### src/rtl/mem_arbiter.sv
// mem_arbiter: shares one fixed-latency memory port between instruction fetch and load/store.
// Define MEM_ARB_RR_EN for alternating grants on contention; otherwise load/store has fixed priority.
module mem_arbiter #(
    parameter int DATA_WIDTH  = 32,
    parameter int ADDR_WIDTH  = 32,
    parameter int MEM_LATENCY = 2
) (
    input  logic                  clk,
    input  logic                  rst,
    input  logic                  if_req_i,
    input  logic [ADDR_WIDTH-1:0] if_addr_i,
    output logic                  if_ack_o,
    output logic [DATA_WIDTH-1:0] if_rdata_o,
    input  logic                  ls_req_i,
    input  logic                  ls_we_i,
    input  logic [ADDR_WIDTH-1:0] ls_addr_i,
    input  logic [DATA_WIDTH-1:0] ls_wdata_i,
    output logic                  ls_ack_o,
    output logic [DATA_WIDTH-1:0] ls_rdata_o,
    output logic                  mem_req_o,
    output logic                  mem_we_o,
    output logic [ADDR_WIDTH-1:0] mem_addr_o,
    output logic [DATA_WIDTH-1:0] mem_wdata_o,
    input  logic [DATA_WIDTH-1:0] mem_rdata_i,
    output logic                  stall_o
);
    typedef enum logic [1:0] {
        S_IDLE   = 2'd0,
        S_ACCESS = 2'd1,
        S_RESP   = 2'd2
    } state_t;

    localparam logic [3:0] LAT_M1 = 4'(MEM_LATENCY - 1);

    state_t                r_state;
    state_t                w_next_state;
    logic [3:0]            r_cnt;
    logic                  r_we;
    logic                  r_win_ls;
    logic [ADDR_WIDTH-1:0] r_addr;
    logic [DATA_WIDTH-1:0] r_wdata;
    logic [DATA_WIDTH-1:0] r_if_rdata;
    logic [DATA_WIDTH-1:0] r_ls_rdata;
    logic                  r_if_ack;
    logic                  r_ls_ack;

    logic                  w_grant;
    logic                  w_out_grant;
    logic                  w_sel_ls;
    logic                  w_sel_we;
    logic                  w_cnt_zero;
    logic [ADDR_WIDTH-1:0] w_sel_addr;
    logic [DATA_WIDTH-1:0] w_sel_wdata;

    assign w_grant    = (r_state == S_IDLE) & (if_req_i | ls_req_i);
    assign w_cnt_zero = (r_cnt == 4'd0);

`ifdef MEM_ARB_RR_EN
    logic r_ptr_ls;

    assign w_sel_ls = ls_req_i & (~if_req_i | r_ptr_ls);

    // Pointer moves toward the loser after every contended grant.
    always_ff @(posedge clk or posedge rst) begin
        if (rst) begin
            r_ptr_ls <= 1'b1;
        end else if (w_grant & if_req_i & ls_req_i) begin
            r_ptr_ls <= ~w_sel_ls;
        end
    end
`else
    assign w_sel_ls = ls_req_i;
`endif

    assign w_sel_we    = w_sel_ls & ls_we_i;
    assign w_sel_addr  = w_sel_ls ? ls_addr_i : if_addr_i;
    assign w_sel_wdata = w_sel_ls ? ls_wdata_i : {DATA_WIDTH{1'b0}};

    // State register.
    always_ff @(posedge clk or posedge rst) begin
        if (rst) begin
            r_state <= S_IDLE;
        end else begin
            r_state <= w_next_state;
        end
    end

    // Next-state logic.
    always_comb begin
        w_next_state = r_state;
        case (r_state)
            S_IDLE: begin
                if (w_grant) w_next_state = S_ACCESS;
                else         w_next_state = S_IDLE;
            end
            S_ACCESS: begin
                if (w_cnt_zero) w_next_state = S_RESP;
                else            w_next_state = S_ACCESS;
            end
            S_RESP:  w_next_state = S_IDLE;
            default: w_next_state = S_IDLE;
        endcase
    end

    // Access operands, latency counter, response capture and ack pulses.
    always_ff @(posedge clk or posedge rst) begin
        if (rst) begin
            r_cnt      <= 4'd0;
            r_we       <= 1'b0;
            r_win_ls   <= 1'b0;
            r_addr     <= {ADDR_WIDTH{1'b0}};
            r_wdata    <= {DATA_WIDTH{1'b0}};
            r_if_rdata <= {DATA_WIDTH{1'b0}};
            r_ls_rdata <= {DATA_WIDTH{1'b0}};
            r_if_ack   <= 1'b0;
            r_ls_ack   <= 1'b0;
        end else begin
            r_if_ack <= 1'b0;
            r_ls_ack <= 1'b0;
            case (r_state)
                S_IDLE: begin
                    if (w_grant) begin
                        r_cnt    <= LAT_M1;
                        r_we     <= w_sel_we;
                        r_win_ls <= w_sel_ls;
                        r_addr   <= w_sel_addr;
                        r_wdata  <= w_sel_wdata;
                    end
                end
                S_ACCESS: begin
                    if (w_cnt_zero) begin
                        if (r_win_ls) begin
                            r_ls_ack <= 1'b1;
                            // Stores leave the load data register untouched.
                            if (!r_we) r_ls_rdata <= mem_rdata_i;
                        end else begin
                            r_if_ack   <= 1'b1;
                            r_if_rdata <= mem_rdata_i;
                        end
                    end else begin
                        r_cnt <= r_cnt - 4'd1;
                    end
                end
                default: begin
                    r_cnt <= r_cnt;
                end
            endcase
        end
    end

    // The request cycle drives the winner's operands straight through; reset masks them.
    assign w_out_grant = w_grant & ~rst;
    assign mem_req_o   = w_out_grant;
    assign mem_we_o    = w_out_grant ? w_sel_we : ((r_state == S_ACCESS) & r_we);
    assign mem_addr_o  = w_out_grant ? w_sel_addr : r_addr;
    assign mem_wdata_o = w_out_grant ? w_sel_wdata : r_wdata;

    assign if_ack_o   = r_if_ack;
    assign ls_ack_o   = r_ls_ack;
    assign if_rdata_o = r_if_rdata;
    assign ls_rdata_o = r_ls_rdata;
    assign stall_o    = (if_req_i & ~r_if_ack) | (ls_req_i & ~r_ls_ack);

endmodule

### config.mk
export PLATFORM = sky130hd
export DESIGN_NAME = mem_arbiter
export DESIGN_NICKNAME = d
export VERILOG_FILES = /design/src/rtl/mem_arbiter.sv
export SDC_FILE = /design/constraint.sdc
export NUM_CORES = 1
export LEC_CHECK = 0
export BUFFER_PORTS_ARGS = -buffer_cell sky130_fd_sc_hd__buf_2
export CAP_MARGIN = 20
export CORE_UTILIZATION = 35
export DETAILED_ROUTE_END_ITERATION = 10
export PLACE_DENSITY = 0.64
export REMOVE_ABC_BUFFERS = 1
export SYNTH_ARGS = -nofsm -noshare
export SYNTH_HDL_FRONTEND = slang
export SYNTH_SLANG_ARGS = --single-unit
### constraint.sdc
create_clock -name clk -period 4.08 [get_ports clk]
set_clock_uncertainty 0.05 [all_clocks]
set_input_delay 0.408 -clock clk [delete_from_list [all_inputs] [get_ports clk]]
set_output_delay 0.408 -clock clk [all_outputs]
set_load 0.03 [all_outputs]
==> summary.txt, run 1 <==
Timing
  – Setup TNS after final layout: 0 ns
  – Final Worst Setup Slack: 1.09 ns
  – Rel. slew slack: 0.307
  – RSZ-0062 raised after global routing: no
  – Worst-Margin Slew: 1.04 ns
  – Final Cycle Share: 0.734
  – Hold Fails Final Rpt: 0
  – Fmax: 334 MHz
  – Final setup fails: 0
  – Post-layout min period: 2.99 ns
  – Slew Limit Fails: 0

CTS
  – Clk slew on worst S/H paths: 0.06 ns
  – CTS tree: done
  – Clock Sink Count: 138
  – Clk buf depth: 2
  – # resized after CTS: 0
  – H-tree depth: 4
  – Root buf cell: clkbuf_16
  – # hold bufs at CTS: 0
  – Setup bufs post-CTS: 0
  – Total CTS buffers: 17
  – Clk_lat worst skew: 0.41 ns

Detailed routing
  – WL per Instance: 16.5 um
  – Via/cell ratio: 4.79
  – Via count: 4,666
  – Top layer in use: met5
  – Final WL: 16.1 mm
  – Met3 wire length: 1.41 mm
  – Detail Route met2 WL: 7.60 mm
  – Drc violations: 0
  – Initial DRC count: 150
  – Routed Antenna Nets: 0
  – Routed length on met1: 6.78 mm
  – Iteration count of the initial detailed-routing pass: 4

Critical path
  – Startpoint types: flop
  – Arrival time at the worst endpoint: 2.54 ns
  – CP Buf/Inv Count: 2
  – R2R Path Start: r_cnt[0]
  – CP cell instances: or2_2, nor3_2, buf_4, mux2_2, buf_2
  – Critical path required time: 3.62 ns
  – Slowest Stage Delay on Critical Path: 0.49 ns
  – Top delay family on crit path: buffers and inverters
  – Maximum fanout along the worst path: 44
  – CP max stage cell: buf_4
  – WS Path Type: reg2out
  – Critical path origin: r_state[0]
  – Setup crit end kind: primary output

Place
  – Cell Area, Placed: 8250 sq um
  – IO Port Bufs: 265
  – Post-DP HPWL: 11.6 mm
  – Placed cells: 940
  – GPL Wtd Cong: 0.809
  – Place WS: 1.44 ns

Floorplanning
  – Die Area: 19,800 sq um
  – Row Count: 50
  – Die Ht: 141 um
  – # IOs: 266
  – Die Span X: 141 um
  – Core ar.: 18,800 sq um
  – Initial Util: 0.359

Run status
  – Status: completed

Synthesis
  – Primary FF master, synth: dfrtp_1
  – Synth top area share: 0.513
  – Share of synthesized registers carrying an async set or reset: 1.00
  – Cell area after synthesis: 6730 sq um
  – Most common cell in the netlist: mux2_2
  – Syn Inst Count: 463
  – Top post-synthesis cells by count: mux2_2 (196), dfrtp_1 (138), and2_1 (32), mux2_4 (29), buf_2 (13)
  – Syn. warnings: 0
  – Sequential element share of the synthesized area: 0.513
  – Distinct cells, synth: 33
  – Synth Register Bits: 138
  – Synth area leaders: dfrtp_1 (51%), mux2_2 (33%), mux2_4 (6.5%), and2_1 (3.0%), buf_2 (0.97%)
  – EDFF count, synth: 0
  – Mean post-synth cell area: 14.5 sq um
  – Area leader, netlist: dfrtp_1

Final layout
  – ANT cells: 0
  – Post-Layout Inst Area: 8900 sq um
  – Layout cell share with drive strength beyond 1: 0.726
  – Nets: 862
  – Fin cells: 974
  – P&R area growth vs syn: 32.2%

Power and ir drop
  – Power per Cell Area: 902 nW/um^2
  – Total power: 8.03 mW
  – Leakage: 4.38 nW
  – Peak VDD IR: 0.501 mV

Global routing
  – Vias in the first global route: 5,089
  – First-pass GRT wire length: 26.0 mm
  – Largest net degree at the start of global routing: 114
  – Grt ovf: 0
  – Antenna violations before repair: 2
  – All-layer global routing usage: 0.169

Hold path
  – Min-delay src: mem_rdata_i[4]
  – Worst hold path class: in2reg

Run
  – MaxCap Viol Count: 0
==> routing by layer <==
| metal | track usage | vias up |
|---|---|---|
| li1 | - | 2175 |
| met1 | 0.192 | 2261 |
| met2 | 0.289 | 209 |
| met3 | 0.0622 | 19 |
| met4 | 0.0635 | 2 |
| met5 | 0 | - |
==> sequential cells by signal, summed over array words and instances (netlist names) <==
signal,cells
if_rdata_o,32
r_cnt,4
r_we,1
r_win_ls,1
if_ack_o,1
r_state,2
ls_ack_o,1
r_addr,32
ls_rdata_o,32
r_wdata,32
==> path summary, 6_finish.rpt <==
check | endpoint | slack (ns) | cells after the start
worst min register to register | r_wdata[1] | 0.45 | 1
min in group asynchronous | r_addr[26] | 0.48 | 3
worst max register to register | if_rdata_o[7] | 1.42 | 5
max in group asynchronous | r_addr[16] | 2.40 | 5
worst max-delay path | mem_wdata_o[18] | 1.09 | 5
worst min-delay path | if_rdata_o[4] | 0.19 | 2
==> report_power, final <==
part	internal (mW)	switching [mW]	total (mW)
registers	2.03	0.360	2.39
logic	1.68	2.35	4.02
clock network	0.979	0.633	1.61
total	4.69	3.34	8.03
==> placed cells by master (no fill, tap or decap), drive strengths merged <==
cell type / count
buf: 272
mux2: 225
dfrtp: 138
and2: 32
clkbuf: 18
inv: 11
nor2: 5
clkinv: 5
bufinv: 3
nor3: 3
nor2b: 2
a31o: 2
or3: 2
o22ai: 2
nand2: 2
ha: 2
nor3b: 1
nand4b: 1
nand3b: 1
o21ai: 1
or3b: 1
nand2b: 1
or2: 1
nor4bb: 1
a21oi: 1
and3: 1
a22o: 1
a32o: 1
o221ai: 1
o41ai: 1
clkinvlp: 1
dlygate4sd3: 1
==> worst register-to-register path, delay by kind of cell, from the launching register on <==
family / cells / cell delay, ns
muxes: 1 / 0.49
adders and majority gates: 1 / 0.22
and+or+nand+nor: 2 / 1.29
buffers and inverters: 1 / 0.11
DFF: 1 / 0.38
==> stage by stage <==
stage	util	hold slack (ns)
2_1_floorplan	-	0.427
3_3_place_gp	0.439	0.434
3_5_place_dp	0.439	0.436
4_1_cts	0.472	0.166
5_1_grt	0.474	0.172
6_report	0.474	0.187
==> cell type report <==
type,count,area (sq um)
clock buffers,18,429
repair buffers,273,1420
flip-flops and latches,138,3450
well taps,234,293
clock inverters,14,186
fillers,1706,9870
inverters,6,27.5
multi-input cells,291,3090
==> cells by family after synthesis <==
group / synth area share
adder cells (fa/ha/maj): 0.00372
AND/OR/NAND/NOR: 0.0496
buffers and inverters: 0.0297
AO/OA/AOI/OAI: 0.0113
multiplexers: 0.393
flip-flops: 0.513
Note: power is estimated with default switching activity, not from simulation.
==> run 2: changes to the inputs <==
Clock period 4.08 ns to 2.7 ns, I/O delays scaled along.
==> summary.txt, run 2 (synthesis results as in run 1) <==
Run
  – MaxCap Viol Count: 0 (unchanged)

Power and ir drop
  – Leakage: 4.44 nW (was 4.38 nW)
  – Internal power: 7.02 mW (was 4.69 mW)
  – Switch Pwr: 5.18 mW (was 3.34 mW)
  – Flop pwr share: 0.298 (about the same)
  – Power per Cell Area: 1350 nW/um^2 (was 902 nW/um^2)
  – Peak VDD IR: 0.882 mV (was 0.501 mV)
  – Net Sw Frac: 0.425 (was 0.416)
  – Comb power frac: 0.508 (was 0.501)
  – Clk network pwr share: 0.194 (was 0.201)
  – Total power: 12.2 mW (was 8.03 mW)

Detailed routing
  – Top layer in use: met4 (was met5)
  – Via count: 4,728 (was 4,666)
  – Final WL: 16.7 mm (was 16.1 mm)
  – Drc violations: 0 (unchanged)
  – Met3 wire length: 1.30 mm (was 1.41 mm)
  – Detail Route met2 WL: 8.00 mm (was 7.60 mm)
  – Via/cell ratio: 4.80 (was 4.79)
  – Routed Antenna Nets: 0 (unchanged)
  – Initial DRC count: 67 (was 150)
  – WL per Instance: 17.0 um (was 16.5 um)
  – Iteration count of the initial detailed-routing pass: 4 (unchanged)
  – Routed length on met1: 7.23 mm (was 6.78 mm)

Critical path
  – Setup crit end kind: primary output (unchanged)
  – CP cell instances: or2_4, nor3_4, buf_4, mux2_2, buf_2 (was or2_2, nor3_2, buf_4, mux2_2, buf_2)
  – WS Path Type: reg2out (unchanged)
  – Startpoint types: flop (unchanged)
  – Maximum fanout along the worst path: 20 (was 44)
  – CP max stage cell: dfrtp_1 (was buf_4)
  – Arrival time at the worst endpoint: 2.23 ns (was 2.54 ns)
  – Critical path required time: 2.38 ns (was 3.62 ns)
  – Slowest Stage Delay on Critical Path: 0.42 ns (was 0.49 ns)

Global routing
  – First-pass GRT wire length: 26.3 mm (was 26.0 mm)
  – All-layer global routing usage: 0.173 (was 0.169)
  – Largest net degree at the start of global routing: 60 (was 114)
  – Antenna violations before repair: 0 (was 2)
  – Grt ovf: 0 (unchanged)
  – Vias in the first global route: 5,084 (was 5,089)

Final layout
  – Post-Layout Inst Area: 9020 sq um (was 8900 sq um)
  – Layout cell share with drive strength beyond 1: 0.732 (was 0.726)
  – Final Core Density: 0.480 (was 0.474)
  – Fin cells: 985 (was 974)
  – Nets: 872 (was 862)
  – Most common cell after layout, fill and taps aside: buf_2 (unchanged)
  – P&R area growth vs syn: 34.0% (was 32.2%)
  – Most frequent cells in the layout: buf_2 (264), mux2_2 (196), dfrtp_1 (137), and2_1 (32), mux2_4 (29) (was buf_2 (265), mux2_2 (196), dfrtp_1 (138), and2_1 (32), mux2_4 (29))

Timing
  – Slew Limit Fails: 0 (unchanged)
  – Worst-Margin Slew: 0.552 ns (was 1.04 ns)
  – Rel. slew slack: 0.632 (was 0.307)
  – Hold Slack: 0.0468 ns (was 0.187 ns)
  – Hold Fails Final Rpt: 0 (unchanged)
  – Final Cycle Share: 0.944
  – RSZ-0062 raised after global routing: no (unchanged)
  – Post-layout min period: 2.55 ns
  – Final setup fails: 0 (unchanged)
  – Fmax: 392 MHz
  – Final Worst Setup Slack: 0.152 ns (was 1.09 ns)
  – Setup TNS after final layout: 0 ns (unchanged)

Run status
  – Status: completed (unchanged)

Floorplanning
  – # IOs: 266 (unchanged)
  – Die Ht: 141 um (unchanged)
  – Core ar.: 18,800 sq um (unchanged)
  – Die Area: 19,800 sq um (unchanged)
  – Initial Util: 0.359 (unchanged)
  – Die Span X: 141 um (unchanged)
  – Row Count: 50 (unchanged)

CTS
  – Clock Sink Count: 138 (unchanged)
  – Total CTS buffers: 17 (unchanged)
  – Clk buf depth: 2 (unchanged)
  – Root buf cell: clkbuf_16 (unchanged)
  – CTS tree: done (unchanged)
  – Clk slew on worst S/H paths: 0.07 ns (was 0.06 ns)
  – H-tree depth: 4 (unchanged)
  – Clk_lat worst skew: 0.41 ns (about the same)

Place
  – GPL Wtd Cong: 0.809 (about the same)
  – Cell Area, Placed: 8320 sq um (was 8250 sq um)
  – IO Port Bufs: 265 (unchanged)
  – Placed cells: 946 (was 940)
  – Place WS: 0.352 ns (was 1.44 ns)
  – Post-DP HPWL: 11.9 mm (was 11.6 mm)

Hold path
  – Worst hold path class: in2reg (unchanged)
## run 2: cell count changes in the layout (fill, tap and decap cells not counted), sizes merged
| cell | delta |
|---|---|
| bufinv | -2 |
| clkinvlp | -1 |
| buf | +9 |
| diode | +1 |
| inv | +6 |
| clkinv | -2 |
## run 2: power groups by stage
| stage | combinational [mW] | clock, mW | sequential, mW |
|---|---|---|---|
| 2_1_floorplan | 3.57 | 0 | 4.52 |
| 3_3_place_gp | 6.05 | 0 | 3.59 |
| 3_5_place_dp | 6.14 | 0 | 3.62 |
| 4_1_cts | 6.26 | 2.45 | 3.63 |
| 5_1_grt | 6.56 | 2.53 | 3.74 |
| 6_report | 6.20 | 2.36 | 3.63 |
## run 2: per-layer routing
layer	up-vias	global-route usage
met3	14	0.0560
met1	2284	0.199
met5	-	0
met4	0	0.0572
li1	2206	-
met2	224	0.303
## run 2: worst max-delay path, delay by kind of cell (launching register included)
kind	cells	cell delay, ns
simple gates	2	0.49
mux	1	0.38
buf+inv	2	0.51
flops	1	0.42
## run 2: final timing paths
path                            slack [ns]        endpoint       startpoint  cells past startpoint
worst max-delay path                  0.15  mem_addr_o[26]       r_state[1]                      5
worst min-delay path                  0.05  ls_rdata_o[30]  mem_rdata_i[30]                      2
worst max register to register        0.36   if_rdata_o[7]         r_cnt[0]                      6
worst min register to register        0.45   ls_rdata_o[9]    ls_rdata_o[9]                      1
max in group asynchronous             1.37     r_wdata[18]              rst                      4
min in group asynchronous             0.49      r_addr[30]              rst                      3
## run 2: final cells by class
type                            count  area, sq um
Timing Repair Buffer              283         1540
Tap cell                          234          293
Multi-Input combinational cell    291         3100
Fill cell                        1640         9750
Clock buffer                       17          425
Sequential cell                   138         3450
Antenna cell                        1         2.50
Inverter                            6         27.5
Clock inverter                     15          176
## run 2: what timing repair did
action,in CTS,in global routing
hold buffers,1,0
buffers inserted,2,2
resized for setup,5,3
cloned,2,0
setup endpoints to repair,24,31
pin swaps,1,1
hold endpoints to repair,57,0
==> run 3: changes to the inputs <==
Settings changed: CORE_MARGIN set to 5, HOLD_SLACK_MARGIN set to 0.06.
==> summary.txt, run 3 (synthesis results as in run 1) <==
Power and ir drop
  – Power per Cell Area: 1300 nW/um^2 (was 1350 nW/um^2)
  – Net Sw Frac: 0.423 (was 0.425)
  – Leakage: 4.51 nW (was 4.44 nW)
  – Switch Pwr: 5.09 mW (was 5.18 mW)
  – Comb power frac: 0.516 (was 0.508)
  – Total power: 12.0 mW (was 12.2 mW)
  – Peak VDD IR: 0.758 mV (was 0.882 mV)
  – Clk network pwr share: 0.185 (was 0.194)
  – Flop pwr share: 0.300 (was 0.298)
  – Internal power: 6.95 mW (was 7.02 mW)

Timing
  – Final setup fails: 0 (unchanged)
  – Final Cycle Share: 0.951 (was 0.944)
  – RSZ-0062 raised after global routing: no (unchanged)
  – Post-layout min period: 2.57 ns (was 2.55 ns)
  – Hold Fails Final Rpt: 0 (unchanged)
  – Fmax: 390 MHz (was 392 MHz)
  – Rel. slew slack: 0.606 (was 0.632)
  – Worst-Margin Slew: 0.592 ns (was 0.552 ns)
  – Hold Slack: 0.0914 ns (was 0.0468 ns)
  – Slew Limit Fails: 0 (unchanged)
  – Setup TNS after final layout: 0 ns (unchanged)

CTS
  – Clk slew on worst S/H paths: 0.06 ns (was 0.07 ns)
  – Clock Sink Count: 138 (unchanged)
  – H-tree depth: 4 (unchanged)
  – Root buf cell: clkbuf_16 (unchanged)
  – CTS tree: done (unchanged)
  – Clk buf depth: 2 (unchanged)
  – Total CTS buffers: 17 (unchanged)
  – Clk_lat worst skew: 0.40 ns (was 0.41 ns)

Critical path
  – Reg-to-Reg End: if_rdata_o[6] (was if_rdata_o[7])
  – Arrival time at the worst endpoint: 2.25 ns (was 2.23 ns)
  – R2R Path Start: r_cnt[1] (was r_cnt[0])
  – Setup crit end kind: primary output (unchanged)
  – Reg-to-reg slack, setup: 0.29 ns (was 0.36 ns)
  – Critical path required time: 2.38 ns (about the same)
  – Startpoint types: flop (unchanged)
  – Maximum fanout along the worst path: 22 (was 20)
  – R2R depth: 6 (unchanged)
  – WS Path Type: reg2out (unchanged)

Place
  – IO Port Bufs: 265 (unchanged)
  – GPL Wtd Cong: 0.804 (was 0.809)
  – Cell Area, Placed: 8340 sq um (was 8320 sq um)
  – Post-DP HPWL: 12.8 mm (was 11.9 mm)

Global routing
  – Largest net degree at the start of global routing: 63 (was 60)
  – Antenna violations before repair: 0 (unchanged)
  – Grt ovf: 0 (unchanged)
  – Vias in the first global route: 5,341 (was 5,084)
  – First-pass GRT wire length: 28.2 mm (was 26.3 mm)
  – All-layer global routing usage: 0.160 (was 0.173)

Floorplanning
  – Initial Util: 0.357 (was 0.359)
  – Die Area: 22,100 sq um (was 19,800 sq um)
  – Die Ht: 149 um (was 141 um)
  – # IOs: 266 (unchanged)
  – Row Count: 50 (unchanged)
  – Die Span X: 149 um (was 141 um)
  – Core ar.: 18,800 sq um (about the same)

Run
  – MaxCap Viol Count: 0 (unchanged)

Final layout
  – Most frequent cells in the layout: buf_2 (265), mux2_2 (196), dfrtp_1 (137), and2_1 (32), dlygate4sd3_1 (30) (was buf_2 (264), mux2_2 (196), dfrtp_1 (137), and2_1 (32), mux2_4 (29))
  – Most common cell after layout, fill and taps aside: buf_2 (unchanged)
  – Nets: 900 (was 872)
  – Final Core Density: 0.491 (was 0.480)
  – ANT cells: 0 (was 1)
  – Layout cell share with drive strength beyond 1: 0.704 (was 0.732)
  – P&R area growth vs syn: 37.4% (was 34.0%)
  – Post-Layout Inst Area: 9250 sq um (was 9020 sq um)

Hold path
  – Hold Path Cell Cnt: 2 (unchanged)
  – Min-delay src: mem_rdata_i[6] (was mem_rdata_i[30])
  – Worst hold path class: in2reg (unchanged)
  – Hold-critical path endpoint: if_rdata_o[6] (was ls_rdata_o[30])

Detailed routing
  – Final WL: 17.6 mm (was 16.7 mm)
  – WL per Instance: 17.0 um (about the same)
  – Via count: 4,765 (was 4,728)
  – Routed Antenna Nets: 0 (unchanged)
  – Iteration count of the initial detailed-routing pass: 4 (unchanged)
  – Via/cell ratio: 4.59 (was 4.80)
  – Initial DRC count: 87 (was 67)
  – Drc violations: 0 (unchanged)

Run status
  – Status: completed (unchanged)
run 3: changes by cell type in the layout (fill, tap and decap cells not counted), sizes merged:
cell / before / now
clkinvlp: 0 / 3
inv: 17 / 13
clkbuf: 18 / 17
dlygate4sd3: 1 / 30
diode: 1 / 0
run 3: area by class of cell:
type	count	area, sq um
fillers	1636	9580
inverters	6	27.5
flip-flops and latches	138	3450
clock buffers	17	425
well taps	260	325
multi-input cells	291	3100
clock inverters	14	138
repair buffers	311	1780
run 3: stage by stage:
stage               worst slack [ns]  instances
floorplan                      -4.27        435
global placement               0.349        973
detailed placement             0.293        973
CTS                           0.0398       1037
global route                  0.0249       1037
finish                         0.134       1037
run 3: how the worst max path moves through the flow:
| stage | start | to | slack [ns] | depth (start not counted) |
|---|---|---|---|---|
| floorplan | r_state[1] | mem_addr_o[0] | -4.27 | 3 |
| global placement | r_state[0] | mem_addr_o[24] | 0.35 | 5 |
| detailed placement | r_state[0] | mem_addr_o[24] | 0.29 | 5 |
| CTS | r_state[0] | mem_addr_o[15] | 0.04 | 6 |
| global route | r_state[1] | mem_addr_o[30] | 0.02 | 6 |
| finish | r_state[1] | mem_wdata_o[9] | 0.13 | 6 |
run 3: worst max-delay path, stage by stage, from the launching register on:
cell and delay [ns]:
dfrtp_1 0.42, or2_4 0.31, nor3_4 0.19, buf_4 0.17, buf_8 0.20, mux2_2 0.36
buf_2 0.18
run 3: power by group through the flow:
stage | sequential [mW] | combinational, mW | clock (mW)
6_report | 3.61 | 6.21 | 2.22
5_1_grt | 3.73 | 6.61 | 2.38
4_1_cts | 3.61 | 6.29 | 2.31
3_5_place_dp | 3.60 | 6.19 | 0
3_3_place_gp | 3.57 | 6.11 | 0
2_1_floorplan | 4.52 | 3.57 | 0
run 3: metal layers:
metal,GRT usage,up-vias,part of all wire
li1,-,2266,-
met4,0.0499,0,0.010
met1,0.198,2274,0.43
met2,0.258,213,0.46
met5,0,-,0
met3,0.0655,12,0.11
run 3: repair_timing:
item | CTS | global route
resized for setup | 3 | 2
hold buffers | 30 | 0
setup endpoints to repair | 62 | 29
setup buffers | 2 | 1
cloned | 1 | 0
endpoints found under the hold margin | 96 | 0
pin swaps | 1 | 0
